<file path="config.mk">
export PLATFORM = sky130hd
export DESIGN_NAME = fan_pwm_driver
export DESIGN_NICKNAME = d
export VERILOG_FILES = /design/src/rtl/fan_pwm_driver.sv
export SDC_FILE = /design/constraint.sdc
export NUM_CORES = 1
export LEC_CHECK = 0
export ABC_CLOCK_PERIOD_IN_PS = 4300
export CAP_MARGIN = 15
export CORE_MARGIN = 4
export CORE_UTILIZATION = 25
export CTS_BUF_LIST = sky130_fd_sc_hd__clkbuf_4
export CTS_CLUSTER_DIAMETER = 60
export DETAILED_ROUTE_END_ITERATION = 8
export PLACE_DENSITY = 0.51
export SYNTH_ARGS = -nofsm -noshare
export SYNTH_HDL_FRONTEND = slang
export SYNTH_SLANG_ARGS = --single-unit
</file>
<file path="constraint.sdc">
create_clock -name clk -period 4.3 [get_ports clk]
set_input_delay 0.645 -clock clk [delete_from_list [all_inputs] [get_ports clk]]
set_output_delay 0.645 -clock clk [all_outputs]
set_load 0.02 [all_outputs]
</file>
<file path="src/rtl/fan_pwm_driver.sv">
// Fixed-frequency fan PWM driver with boundary-aligned, saturating duty ramping.
// Optional kick-start at full duty from standstill when FAN_KICKSTART_EN is defined.
module fan_pwm_driver #(
  parameter int unsigned PWM_BITS     = 8,
  parameter int unsigned DUTY_LOW     = 85,
  parameter int unsigned DUTY_MED     = 170,
  parameter int unsigned DUTY_HIGH    = 255,
  parameter int unsigned RAMP_STEP    = 8,
  parameter int unsigned KICK_PERIODS = 4
) (
  input  logic                clk,
  input  logic                reset_n,
  input  logic [1:0]          fan_speed_in,
  output logic                pwm_out,
  output logic [PWM_BITS-1:0] duty_out,
  output logic                at_target,
  output logic                kick_active
);

  localparam logic [PWM_BITS-1:0] MAX      = '1;
  localparam logic [PWM_BITS-1:0] CNT_LAST = {{(PWM_BITS-1){1'b1}}, 1'b0};
  localparam logic [PWM_BITS-1:0] STEP     = PWM_BITS'(RAMP_STEP);
  localparam logic [PWM_BITS:0]   STEP_W   = (PWM_BITS+1)'(RAMP_STEP);

`ifdef FAN_KICKSTART_EN
  typedef enum logic [1:0] {IDLE = 2'd0, KICK = 2'd1, RUN = 2'd2} state_t;
  localparam int unsigned KW = (KICK_PERIODS > 1) ? $clog2(KICK_PERIODS) : 1;
  localparam logic [KW-1:0] KICK_LAST = KW'(KICK_PERIODS - 1);
  logic [KW-1:0] kick_cnt_reg, kick_cnt_next;
`else
  typedef enum logic [1:0] {IDLE = 2'd0, RUN = 2'd2} state_t;
`endif

  state_t              state_reg, state_next;
  logic [1:0]          target_lvl_reg;
  logic [PWM_BITS-1:0] cnt_reg;
  logic [PWM_BITS-1:0] duty_cur_reg, duty_cur_next;
  logic [PWM_BITS-1:0] target_duty, ramp_duty, gap_up, gap_dn;
  logic                boundary;

  assign boundary = (cnt_reg == CNT_LAST);

  always_comb begin
    target_duty = '0;
    case (target_lvl_reg)
      2'b01:   target_duty = PWM_BITS'(DUTY_LOW);
      2'b10:   target_duty = PWM_BITS'(DUTY_MED);
      2'b11:   target_duty = PWM_BITS'(DUTY_HIGH);
      default: target_duty = '0;
    endcase
  end

  // Gaps are only meaningful in the direction selected below; the step
  // comparison is done one bit wider so a large RAMP_STEP cannot wrap.
  assign gap_up = target_duty - duty_cur_reg;
  assign gap_dn = duty_cur_reg - target_duty;

  always_comb begin
    ramp_duty = duty_cur_reg;
    if (duty_cur_reg < target_duty) begin
      ramp_duty = ({1'b0, gap_up} > STEP_W) ? duty_cur_reg + STEP : target_duty;
    end else if (duty_cur_reg > target_duty) begin
      ramp_duty = ({1'b0, gap_dn} > STEP_W) ? duty_cur_reg - STEP : target_duty;
    end
  end

  always_comb begin
    state_next    = state_reg;
    duty_cur_next = duty_cur_reg;
`ifdef FAN_KICKSTART_EN
    kick_cnt_next = kick_cnt_reg;
`endif
    if (boundary) begin
      case (state_reg)
        IDLE: begin
          if (target_duty != '0) begin
`ifdef FAN_KICKSTART_EN
            state_next    = KICK;
            kick_cnt_next = '0;
`else
            // Ramp starts from zero on the same boundary that leaves IDLE.
            state_next    = RUN;
            duty_cur_next = ramp_duty;
`endif
          end
        end
`ifdef FAN_KICKSTART_EN
        KICK: begin
          if (target_duty == '0) begin
            state_next    = IDLE;
            duty_cur_next = '0;
          end else if (kick_cnt_reg == KICK_LAST) begin
            state_next    = RUN;
            duty_cur_next = target_duty;
          end else begin
            kick_cnt_next = kick_cnt_reg + 1'b1;
          end
        end
`endif
        RUN: begin
          if (target_duty == '0) begin
            state_next    = IDLE;
            duty_cur_next = '0;
          end else begin
            duty_cur_next = ramp_duty;
          end
        end
        default: begin
          state_next    = IDLE;
          duty_cur_next = '0;
        end
      endcase
    end
  end

  always_ff @(posedge clk or negedge reset_n) begin
    if (!reset_n) begin
      state_reg      <= IDLE;
      target_lvl_reg <= 2'b00;
      cnt_reg        <= '0;
      duty_cur_reg   <= '0;
`ifdef FAN_KICKSTART_EN
      kick_cnt_reg   <= '0;
`endif
    end else begin
      state_reg      <= state_next;
      target_lvl_reg <= fan_speed_in;
      cnt_reg        <= boundary ? '0 : cnt_reg + 1'b1;
      duty_cur_reg   <= duty_cur_next;
`ifdef FAN_KICKSTART_EN
      kick_cnt_reg   <= kick_cnt_next;
`endif
    end
  end

`ifdef FAN_KICKSTART_EN
  assign kick_active = (state_reg == KICK);
`else
  assign kick_active = 1'b0;
`endif

  assign duty_out  = kick_active ? MAX : duty_cur_reg;
  assign pwm_out   = (cnt_reg < duty_out);
  assign at_target = (duty_out == target_duty) && !kick_active;

endmodule

</file>
Yosys cells after proc, flatten, opt, wreduce, memory -nomap -nowiden:

Index checks and enable logic that the tools add are counted.

* register bits after elaboration: 20
* bits of input ports: 4
* output and inout bits: 11
* word-level logic and storage cells: 39

* add/sub/neg operators: 5
* $lt $le $gt $ge: 5
* eq/ne operators: 8
* mux-type cells: 12
* reductions and logical operators: 5

Operator list (number)
* $mux W8: 7
* $pmux W8 S3: 1
* $gt A8 B4 Y1 const B: 2
* $lt A8 B8 Y1: 2
* $pmux W8 S2: 1
* $sub A8 B8 Y8: 2
* $add A8 B1 Y8 const B: 1
* $add A8 B4 Y8 const B: 1
* $eq A8 B8 Y1: 1
* $eq A8 B8 Y1 const B: 1
* $gt A8 B8 Y1: 1
* $logic_not A8 Y1: 1
* $reduce_bool A8 Y1: 1
* $sub A8 B4 Y8 const B: 1
* $eq A2 B2 Y1 const B: 3
* $mux W2: 2
* $ne A2 B2 Y1 const B: 2
* $pmux W2 S2: 1
* $reduce_and A3 Y1: 1
* $eq A2 B1 Y1 const B: 1
* $logic_not A2 Y1: 1
* $reduce_and A2 Y1: 1

Logic depth before layout (Yosys ltp):

Gate-level depths: netlist (run 1).

* depth after elaboration: 9
* depth in mapped cells: 13
* gate-level depth less buffers: 11

Worst setup path before layout (run 1):

Ideal clock, no wire load.

* kind: register to register
* start: register duty_cur_reg[3] (netlist: duty_out[3])
* end: register duty_cur_reg[0] (netlist: duty_out[0])
* setup time: 126 ps
* arrival: 2955 ps
* required time: 4174 ps
* path slack: 1219 ps
* stages on the path, launching flop included: 11
* path buffers: 1
* period minus slack after synthesis: 3081 ps
* cells stage by stage: dfrtp_1 -> inv_1 -> ha_1 -> buf_6 -> a2111oi_4 -> a21oi_2 -> or4_4 -> a311oi_4 -> a2bb2o_4 -> a21oi_1 -> o32a_1

* cells in the longest elaborated chain, start to end: 7
* elaborated cells on any way between the ends: 13
* those cells by class: add/sub (2); order compare (4); mux (7)

Ends and longest elaborated chain
* start: declaration: line 37 `logic [PWM_BITS-1:0] duty_cur_reg, duty_cur_next;`
* start signal: assignment: line 129 `duty_cur_reg <= duty_cur_next;`
* $sub A8 B8 Y8: line 56 `assign gap_dn = duty_cur_reg - target_duty;`
* $gt A8 B4 Y1: line 63 `ramp_duty = ({1'b0, gap_dn} > STEP_W) ? duty_cur_reg - STEP : target_duty;`
* $mux W8: line 63
* $mux W8: line 62 `end else if (duty_cur_reg > target_duty) begin`
* $mux W8 (*): line 60 `if (duty_cur_reg < target_duty) begin`
* $mux W8, on equally long branches: line 101, 76
* $pmux W8 S2 (*): line 74 `case (state_reg)`

Mark *: on every way between the ends. The rest lies on a longest branch, timed or not. The select of a mux whose other input is x is not followed.
A chain may end at the register's enable or synchronous reset.

Final worst setup path (run 1):

* start: register duty_cur_reg[3] (netlist: duty_out[3])
* end: output at_target

* cells in the longest elaborated chain, start to end: 1

Ends and longest elaborated chain
* $eq A8 B8 Y1: line 144 `assign at_target = (duty_out == target_duty) && !kick_active;`
* end: declaration: line 16 `output logic at_target,`

No other way between the ends.

==> results_tabular.tex, run 1 <==
\begin{tabular}{lr}
\hline
Metric & Value \\
\hline
\multicolumn{2}{l}{\textbf{Clocking}} \\
\quad H-tree level count & 1 \\
\quad Buffer depth of the longest clock path & 2 \\
\quad Total of cells resized after clock tree synthesis & 0 \\
\quad Setup fix buffers added after clock tree synthesis & 0 \\
\quad \# hold bufs at CTS & 0 \\
\quad \# clock sinks & 19 \\
\quad Clock transition at the registers of the reported paths & 140 ps \\
\quad Num CTS Buffers & 3 \\
\quad TritonCTS clock tree & yes \\
\quad Later-pin clock latency in the skew report & 310 ps \\
\quad Cell at the root of the clock tree & clkbuf\_4 \\
\multicolumn{2}{l}{\textbf{Power and ir drop}} \\
\quad Combinational group share of total power & 0.157 \\
\quad Net switching fraction of the power & 0.302 \\
\quad Int Pwr & 0.235 mW \\
\quad Leakage power & 0.891 nW \\
\quad Sequential Power Share & 0.542 \\
\quad Part of the power in the clock network & 0.301 \\
\quad Cell area power density & 155 nW/um2 \\
\quad Total net switching power & 0.102 mW \\
\quad VDD IR-drop max & 0.0000839 V \\
\multicolumn{2}{l}{\textbf{Worst setup path}} \\
\quad Worst EP arrival & 2960 ps \\
\quad Kind of critical path & flip-flop to output port \\
\quad FF-to-FF Start & duty\_out[3] \\
\quad Type of element capturing the critical path & output port \\
\quad Cells traversed along the worst timing path & inv\_1, ha\_1, nand3\_1, nor3b\_1, nand2\_1, inv\_1, clkdlybuf4s50\_1 \\
\quad Reg2reg path depth & 9 \\
\quad Worst path bufs/invs & 3 \\
\quad End of the worst register-to-register path & duty\_out[0] \\
\quad Cell family contributing the most delay on the critical path & buffers and inverters \\
\quad CP max stage delay & 620 ps \\
\quad Cell with the biggest individual delay on the critical path & clkdlybuf4s50\_1 \\
\quad Most repeated library cell on the critical path & inv\_1 \\
\quad CP required & 3650 ps \\
\quad Stages on worst setup path & 7 \\
\quad Worst R2R Setup Slack & 900 ps \\
\quad CP startpoint kind & flip-flop \\
\quad Critical-path maximum fanout & 9 \\
\multicolumn{2}{l}{\textbf{Floorplan}} \\
\quad IO Count & 15 \\
\quad Die span in x & 95.7 um \\
\quad Initial core utilization & 0.261 \\
\quad Number of rows created at floorplan & 31 \\
\quad Die ar. & 9150 um2 \\
\quad Die extent in y & 95.7 um \\
\quad Core box area & 7370 um2 \\
\multicolumn{2}{l}{\textbf{Worst hold path}} \\
\quad Hold Path Origin & cnt\_reg[0] \\
\quad Worst min-delay path category & flip-flop to flip-flop \\
\quad Terminating pin of the worst hold path & cnt\_reg[0] \\
\quad Min-Delay Path Depth & 1 \\
\multicolumn{2}{l}{\textbf{Global routing}} \\
\quad Number of global-route vias before repair & 1,607 \\
\quad Antenna violations before repair & 0 \\
\quad Maximum number of pins on one net before global-route repair & 20 \\
\quad Global-route total usage across every layer & 0.112 \\
\quad Total congestion overflow after global routing & 0 \\
\quad Wire length of the first global-routing pass & 8.12 mm \\
\multicolumn{2}{l}{\textbf{Synthesis}} \\
\quad Post-Synthesis Net Count & 256 \\
\quad Async set-or-reset flop fraction in the synthesized netlist & 1.00 \\
\quad Portion of the post-synthesis area used by sequential elements & 0.248 \\
\quad Most frequent cell after synthesis & ha\_1 \\
\quad Top cells by area, synth & dfrtp\_1 (25\%), ha\_1 (18\%), nor2\_1 (3.9\%) \\
\quad Total standard cell area after synthesis & 1920 um2 \\
\quad Syn Area/Cell & 8.57 um2 \\
\quad Synth unique cells & 52 \\
\quad Cell taking the most area after synthesis & dfrtp\_1 \\
\quad Count of flip-flops with a built-in enable after synthesis & 0 \\
\quad Count of yosys warnings during synthesis & 0 \\
\quad Most common library cells after synthesis & ha\_1 (27), nor2\_1 (20), dfrtp\_1 (19) \\
\quad Flip-flop cell with the highest count after synthesis & dfrtp\_1 \\
\quad Number of synthesized register bits & 19 \\
\quad Area share of the largest cell type after synthesis & 0.248 \\
\quad Syn Inst Count & 224 \\
\multicolumn{2}{l}{\textbf{Placed design}} \\
\quad Number of port buffers & 13 \\
\quad Post-placement setup slack & 927 ps \\
\quad Last weighted congestion value of the routability-driven placer & 0.874 \\
\quad Detailed Place HPWL & 3.78 mm \\
\multicolumn{2}{l}{\textbf{Timing}} \\
\quad Final setup fails & 0 \\
\quad Relative slew slack & 0.377 \\
\quad Max-slew violations & 0 \\
\quad Clock Skews & 16.2 ps \\
\quad Highest attainable clock frequency & 0.277 GHz \\
\quad Hold Fails Final Rpt & 0 \\
\quad Unrepaired setup endpoints after global routing & false \\
\quad Time the worst path needs with I/O delays and setup & 3610 ps \\
\quad Transition time of the tightest slew-check pin & 932 ps \\
\quad Final setup slack of the worst path & 694 ps \\
\quad Post-Route Setup TNS & 0 ps \\
\quad Ratio of final minimum period to clock period & 0.839 \\
\multicolumn{2}{l}{\textbf{Outcome}} \\
\quad Status & completed \\
\multicolumn{2}{l}{\textbf{Run}} \\
\quad Max capacitance violation total & 0 \\
\multicolumn{2}{l}{\textbf{Routing}} \\
\quad First-pass iteration count of the detailed router & 5 \\
\quad Mean routed wirelength per cell & 14.6 um \\
\quad Final wirelength & 4.88 mm \\
\quad Via count & 1,689 \\
\quad DR vias/cell & 5.06 \\
\quad DR iter-0 viols & 113 \\
\quad Number of nets still failing antenna checks after routing & 0 \\
\quad Detailed-route DRC error count & 0 \\
\multicolumn{2}{l}{\textbf{Final layout}} \\
\quad Area Overhead vs Synth & 13.0\% \\
\quad Fraction of final layout cells with drive strength greater than 1 & 0.0383 \\
\quad Nets@finish & 268 \\
\quad Antenna diode count & 0 \\
\hline
\end{tabular}
==> power by group through the flow <==
stage                     combinational (mW)  clock, mW  sequential (mW)
after floorplan                       0.0403          0            0.184
after detailed placement              0.0529          0            0.186
after CTS                             0.0528      0.105            0.183
after global placement                0.0537          0            0.186
final                                 0.0530      0.101            0.183
after global routing                  0.0592      0.114            0.183
==> area by class of cell <==
class | instances | area [um2]
fill | 793 | 5200
multi-input combinational | 181 | 1340
sequential | 19 | 475
timing repair buffer | 13 | 130
tap | 99 | 124
inverter | 18 | 67.6
clock buffer | 3 | 22.5
clock inverter | 1 | 7.51
==> cell usage in the layout, fill, tap and decap left out, types with 3 or more instances in the layout <==
cell type        instances
a21o_1                   5
a21oi_1                 14
and2_1                   4
clkbuf_4                 3
clkdlybuf4s50_1         13
dfrtp_1                 19
ha_1                    27
inv_1                   18
mux2i_1                  3
nand2_1                 13
nand2b_1                 7
nand3_1                 12
nor2_1                  20
nor2b_1                  3
nor3_1                   7
o211ai_1                 4
o21ai_0                  9
xnor2_1                  7
xor2_1                   4
==> layer usage <==
metal  wire (um)  track usage  vias up
met5           0            0        -
met4          20       0.0213        0
met3         222       0.0150        2
met2        2360        0.191       51
met1        2280        0.152      803
li1            -            -      833
==> per-stage QoR <==
step / utilization / cell area (um2) / power [mW] / cells / hold slack (ps)
after floorplan: - / 1920 / 0.224 / 224 / 349
after global routing: 0.294 / 2170 / 0.357 / 334 / 576
after detailed placement: 0.290 / 2140 / 0.239 / 330 / 525
after global placement: 0.290 / 2140 / 0.240 / 330 / 506
after CTS: 0.294 / 2170 / 0.341 / 334 / 544
final: 0.294 / 2170 / 0.337 / 334 / 544
==> kinds of logic after synthesis <==
group / share of synthesized area
DFF: 0.248
other: 0.00195
AOI/OAI and AO/OA: 0.240
adders and majority gates: 0.186
buffers and inverters: 0.0534
and+or+nand+nor: 0.205
xor gates and xnor gates: 0.0502
muxes: 0.0156
==> worst max path at each step <==
stage / startpoint / to / slack [ps]
global placement: duty_out[3] / duty_out[0] / 960
finish: duty_out[3] / at_target / 690
floorplan: duty_out[3] / duty_out[0] / 1220
detailed placement: duty_out[3] / duty_out[0] / 930
global route: duty_out[1] / pwm_out / 510
CTS: duty_out[1] / pwm_out / 660
Power figures use the tool's default switching activity.
==> inputs of run 2 (changes only) <==
Settings changed: ABC_CLOCK_PERIOD_IN_PS 4300 to 3380.
Clock period 4.3 ns to 3.38 ns, I/O delays scaled along.
==> run 2 against run 1 <==
Net effect:
- utilization increased by 1.1 points
- combinational power increased by 41%
- register-to-register slack got worse by 560 ps
- via count increased by 0.41%
- non-clock buffer count increased by 11
- count of clock-buffer cells in the layout unchanged
- cell count increased by 3.3%
- design area increased by 3.7%
- hold slack got worse by 29 ps
- sequential cell count unchanged
- clock skew decreased by 11 ps
- total power increased by 25%
==> results_tabular.tex, run 2 (synthesis gave the netlist of run 1 again) <==
\begin{tabular}{lr}
\hline
Metric & Value \\
\hline
\multicolumn{2}{l}{\textbf{Floorplan}} \\
\quad Initial core utilization & 0.261 (unchanged) \\
\quad Die extent in y & 95.7 um (unchanged) \\
\quad Die ar. & 9150 um2 (unchanged) \\
\quad Number of rows created at floorplan & 31 (unchanged) \\
\quad Core box area & 7370 um2 (unchanged) \\
\quad Die span in x & 95.7 um (unchanged) \\
\quad IO Count & 15 (unchanged) \\
\multicolumn{2}{l}{\textbf{Final layout}} \\
\quad Nets@finish & 279 (+4.1\%) \\
\quad Utilization after layout & 0.305 (+0.0109) \\
\quad Area Overhead vs Synth & 17.1\% \\
\quad Area used by multi-input combinational logic & 1340 um2 (unchanged) \\
\quad Antenna diode count & 0 (unchanged) \\
\quad Commonest non-fill, non-tap cell in the layout & ha\_1 \\
\quad Area used by sequential logic in the layout & 477 um2 (+0.26\%) \\
\quad Final Non-Filler Cells & 345 (+3.3\%) \\
\quad Fraction of final layout cells with drive strength greater than 1 & 0.0854 (+0.0471) \\
\quad Fillcell total & 809 (+2.0\%) \\
\quad Most frequent cells in the layout & ha\_1 (27), nor2\_1 (20), inv\_1 (18), dfrtp\_1 (18), a21oi\_1 (14) \\
\multicolumn{2}{l}{\textbf{Power and ir drop}} \\
\quad Cell area power density & 188 nW/um2 (+21\%) \\
\quad Leakage power & 0.955 nW (+7.1\%) \\
\quad VDD IR-drop max & 0.000139 V (+65\%) \\
\multicolumn{2}{l}{\textbf{Worst hold path}} \\
\quad Worst min-delay path category & flip-flop to flip-flop \\
\quad Min-Delay Path Depth & 1 (unchanged) \\
\multicolumn{2}{l}{\textbf{Clocking}} \\
\quad Num CTS Buffers & 3 (unchanged) \\
\quad H-tree level count & 1 (unchanged) \\
\quad Clock transition at the registers of the reported paths & 120 ps (-20 ps) \\
\quad Setup fix buffers added after clock tree synthesis & 0 (unchanged) \\
\quad Buffer depth of the longest clock path & 2 (unchanged) \\
\quad \# clock sinks & 19 (unchanged) \\
\quad Later-pin clock latency in the skew report & 300 ps (about the same) \\
\quad Cell at the root of the clock tree & clkbuf\_4 \\
\quad TritonCTS clock tree & yes \\
\multicolumn{2}{l}{\textbf{Worst setup path}} \\
\quad CP required & 2870 ps (-780 ps) \\
\quad Worst path bufs/invs & 4 (+1) \\
\quad Type of element capturing the critical path & output port \\
\quad Cells traversed along the worst timing path & buf\_4, ha\_1, buf\_4, nand3\_1, nor3b\_1, nand2\_1, inv\_1, clkdlybuf4s50\_1 \\
\quad Reg2reg path depth & 11 (+2) \\
\quad Cell family contributing the most delay on the critical path & buffers and inverters \\
\quad Critical-path maximum fanout & 8 (-1) \\
\quad Worst EP arrival & 2670 ps (-290 ps) \\
\quad Kind of critical path & flip-flop to output port \\
\quad Stages on worst setup path & 8 (+1) \\
\quad Most repeated library cell on the critical path & buf\_4 \\
\quad CP max stage delay & 620 ps (about the same) \\
\quad Cell with the biggest individual delay on the critical path & clkdlybuf4s50\_1 \\
\quad CP startpoint kind & flip-flop \\
\multicolumn{2}{l}{\textbf{Timing}} \\
\quad Ratio of final minimum period to clock period & 0.941 \\
\quad Final setup fails & 0 (unchanged) \\
\quad Clock Skews & 5.28 ps (-10.9 ps) \\
\quad Highest attainable clock frequency & 0.315 GHz \\
\quad Hold Fails Final Rpt & 0 (unchanged) \\
\quad Unrepaired setup endpoints after global routing & false \\
\quad Transition time of the tightest slew-check pin & 921 ps (-11.1 ps) \\
\quad Relative slew slack & 0.384 (+0.00740) \\
\quad Final setup slack of the worst path & 200 ps (-494 ps) \\
\quad Max-slew violations & 0 (unchanged) \\
\quad Worst hold slack & 514 ps (-29.4 ps) \\
\quad Post-Route Setup TNS & 0 ps (unchanged) \\
\quad Time the worst path needs with I/O delays and setup & 3180 ps \\
\multicolumn{2}{l}{\textbf{Routing}} \\
\quad Number of nets still failing antenna checks after routing & 0 (unchanged) \\
\quad Mean routed wirelength per cell & 13.9 um (-4.8\%) \\
\quad Detailed-route DRC error count & 0 (unchanged) \\
\quad First-pass iteration count of the detailed router & 4 (-1) \\
\quad Via count & 1,696 (+0.41\%) \\
\quad DR vias/cell & 4.92 (-2.8\%) \\
\quad DR iter-0 viols & 86 (-24\%) \\
\quad Final wirelength & 4.80 mm (-1.7\%) \\
\multicolumn{2}{l}{\textbf{Global routing}} \\
\quad Total congestion overflow after global routing & 0 (unchanged) \\
\quad Number of global-route vias before repair & 1,751 (+9.0\%) \\
\quad Antenna violations before repair & 0 (unchanged) \\
\quad Maximum number of pins on one net before global-route repair & 20 (unchanged) \\
\quad Global-route total usage across every layer & 0.118 (+0.00566) \\
\quad Wire length of the first global-routing pass & 8.56 mm (+5.4\%) \\
\multicolumn{2}{l}{\textbf{Run}} \\
\quad Max capacitance violation total & 0 (unchanged) \\
\multicolumn{2}{l}{\textbf{Placed design}} \\
\quad Number of port buffers & 13 (unchanged) \\
\quad Detailed Place HPWL & 3.83 mm (+1.4\%) \\
\quad Cells after DPL & 341 (+3.3\%) \\
\quad Post-placement setup slack & 298 ps (-629 ps) \\
\quad Last weighted congestion value of the routability-driven placer & 0.821 (-6.0\%) \\
\multicolumn{2}{l}{\textbf{Outcome}} \\
\quad Status & completed \\
\hline
\end{tabular}
[run 2: worst reg2reg max path: stages (launching register included)]
cell	delay, ps
dfrtp_1	400
buf_4	170
ha_1	350
nor2b_1	160
o211ai_1	210
a21oi_2	110
or4_4	440
a311oi_4	510
buf_4	220
nor3b_1	220
o21ai_0	110
nand3_1	80
[run 2: where the power goes]
group	switching, mW	leakage (nW)	internal [mW]
combinational	0.0446	0.692	0.0299
sequential	0.000597	0.245	0.228
clock	0.0749	0.0177	0.0441
[run 2: metrics by stage]
stage | instance area [um2] | power (mW)
2_1_floorplan | 1920 | 0.286
3_3_place_gp | 2220 | 0.308
3_5_place_dp | 2220 | 0.308
4_1_cts | 2250 | 0.435
5_1_grt | 2250 | 0.455
6_report | 2250 | 0.422
[run 2: repair_timing]
action | in CTS | in global routing
hold endpoints to repair | 0 | 0
setup endpoints to repair | 1 | 1
gates resized for setup | 1 | 1
hold buffers | 0 | 0
[run 2: path summary, 6_finish.rpt]
path	from	end	slack, ps
min reg2reg	state_reg[1]	state_reg[1]	510
min in group asynchronous	reset_n	target_lvl_reg[1]	710
min	state_reg[1]	state_reg[1]	510
max reg2reg	target_lvl_reg[1]	duty_out[4]	340
max in group asynchronous	reset_n	duty_out[1]	2050
max	target_lvl_reg[1]	at_target	200
[run 2: per-layer routing]
metal | global-route usage | share of wire | up-vias | wire [um]
met1 | 0.162 | 0.48 | 798 | 2310
met3 | 0.0142 | 0.038 | 2 | 180
met2 | 0.191 | 0.48 | 42 | 2300
met4 | 0.0391 | 0.0025 | 0 | 12
li1 | - | - | 854 | -
met5 | 0 | 0 | - | 0
[run 2: layout make-up]
type                       count  area share
multi-input combinational    181       0.597
inverter                      18      0.0300
sequential                    19       0.212
tap                           99      0.0551
clock buffer                   3      0.0100
clock inverter                 1     0.00222
timing repair buffer          24      0.0940
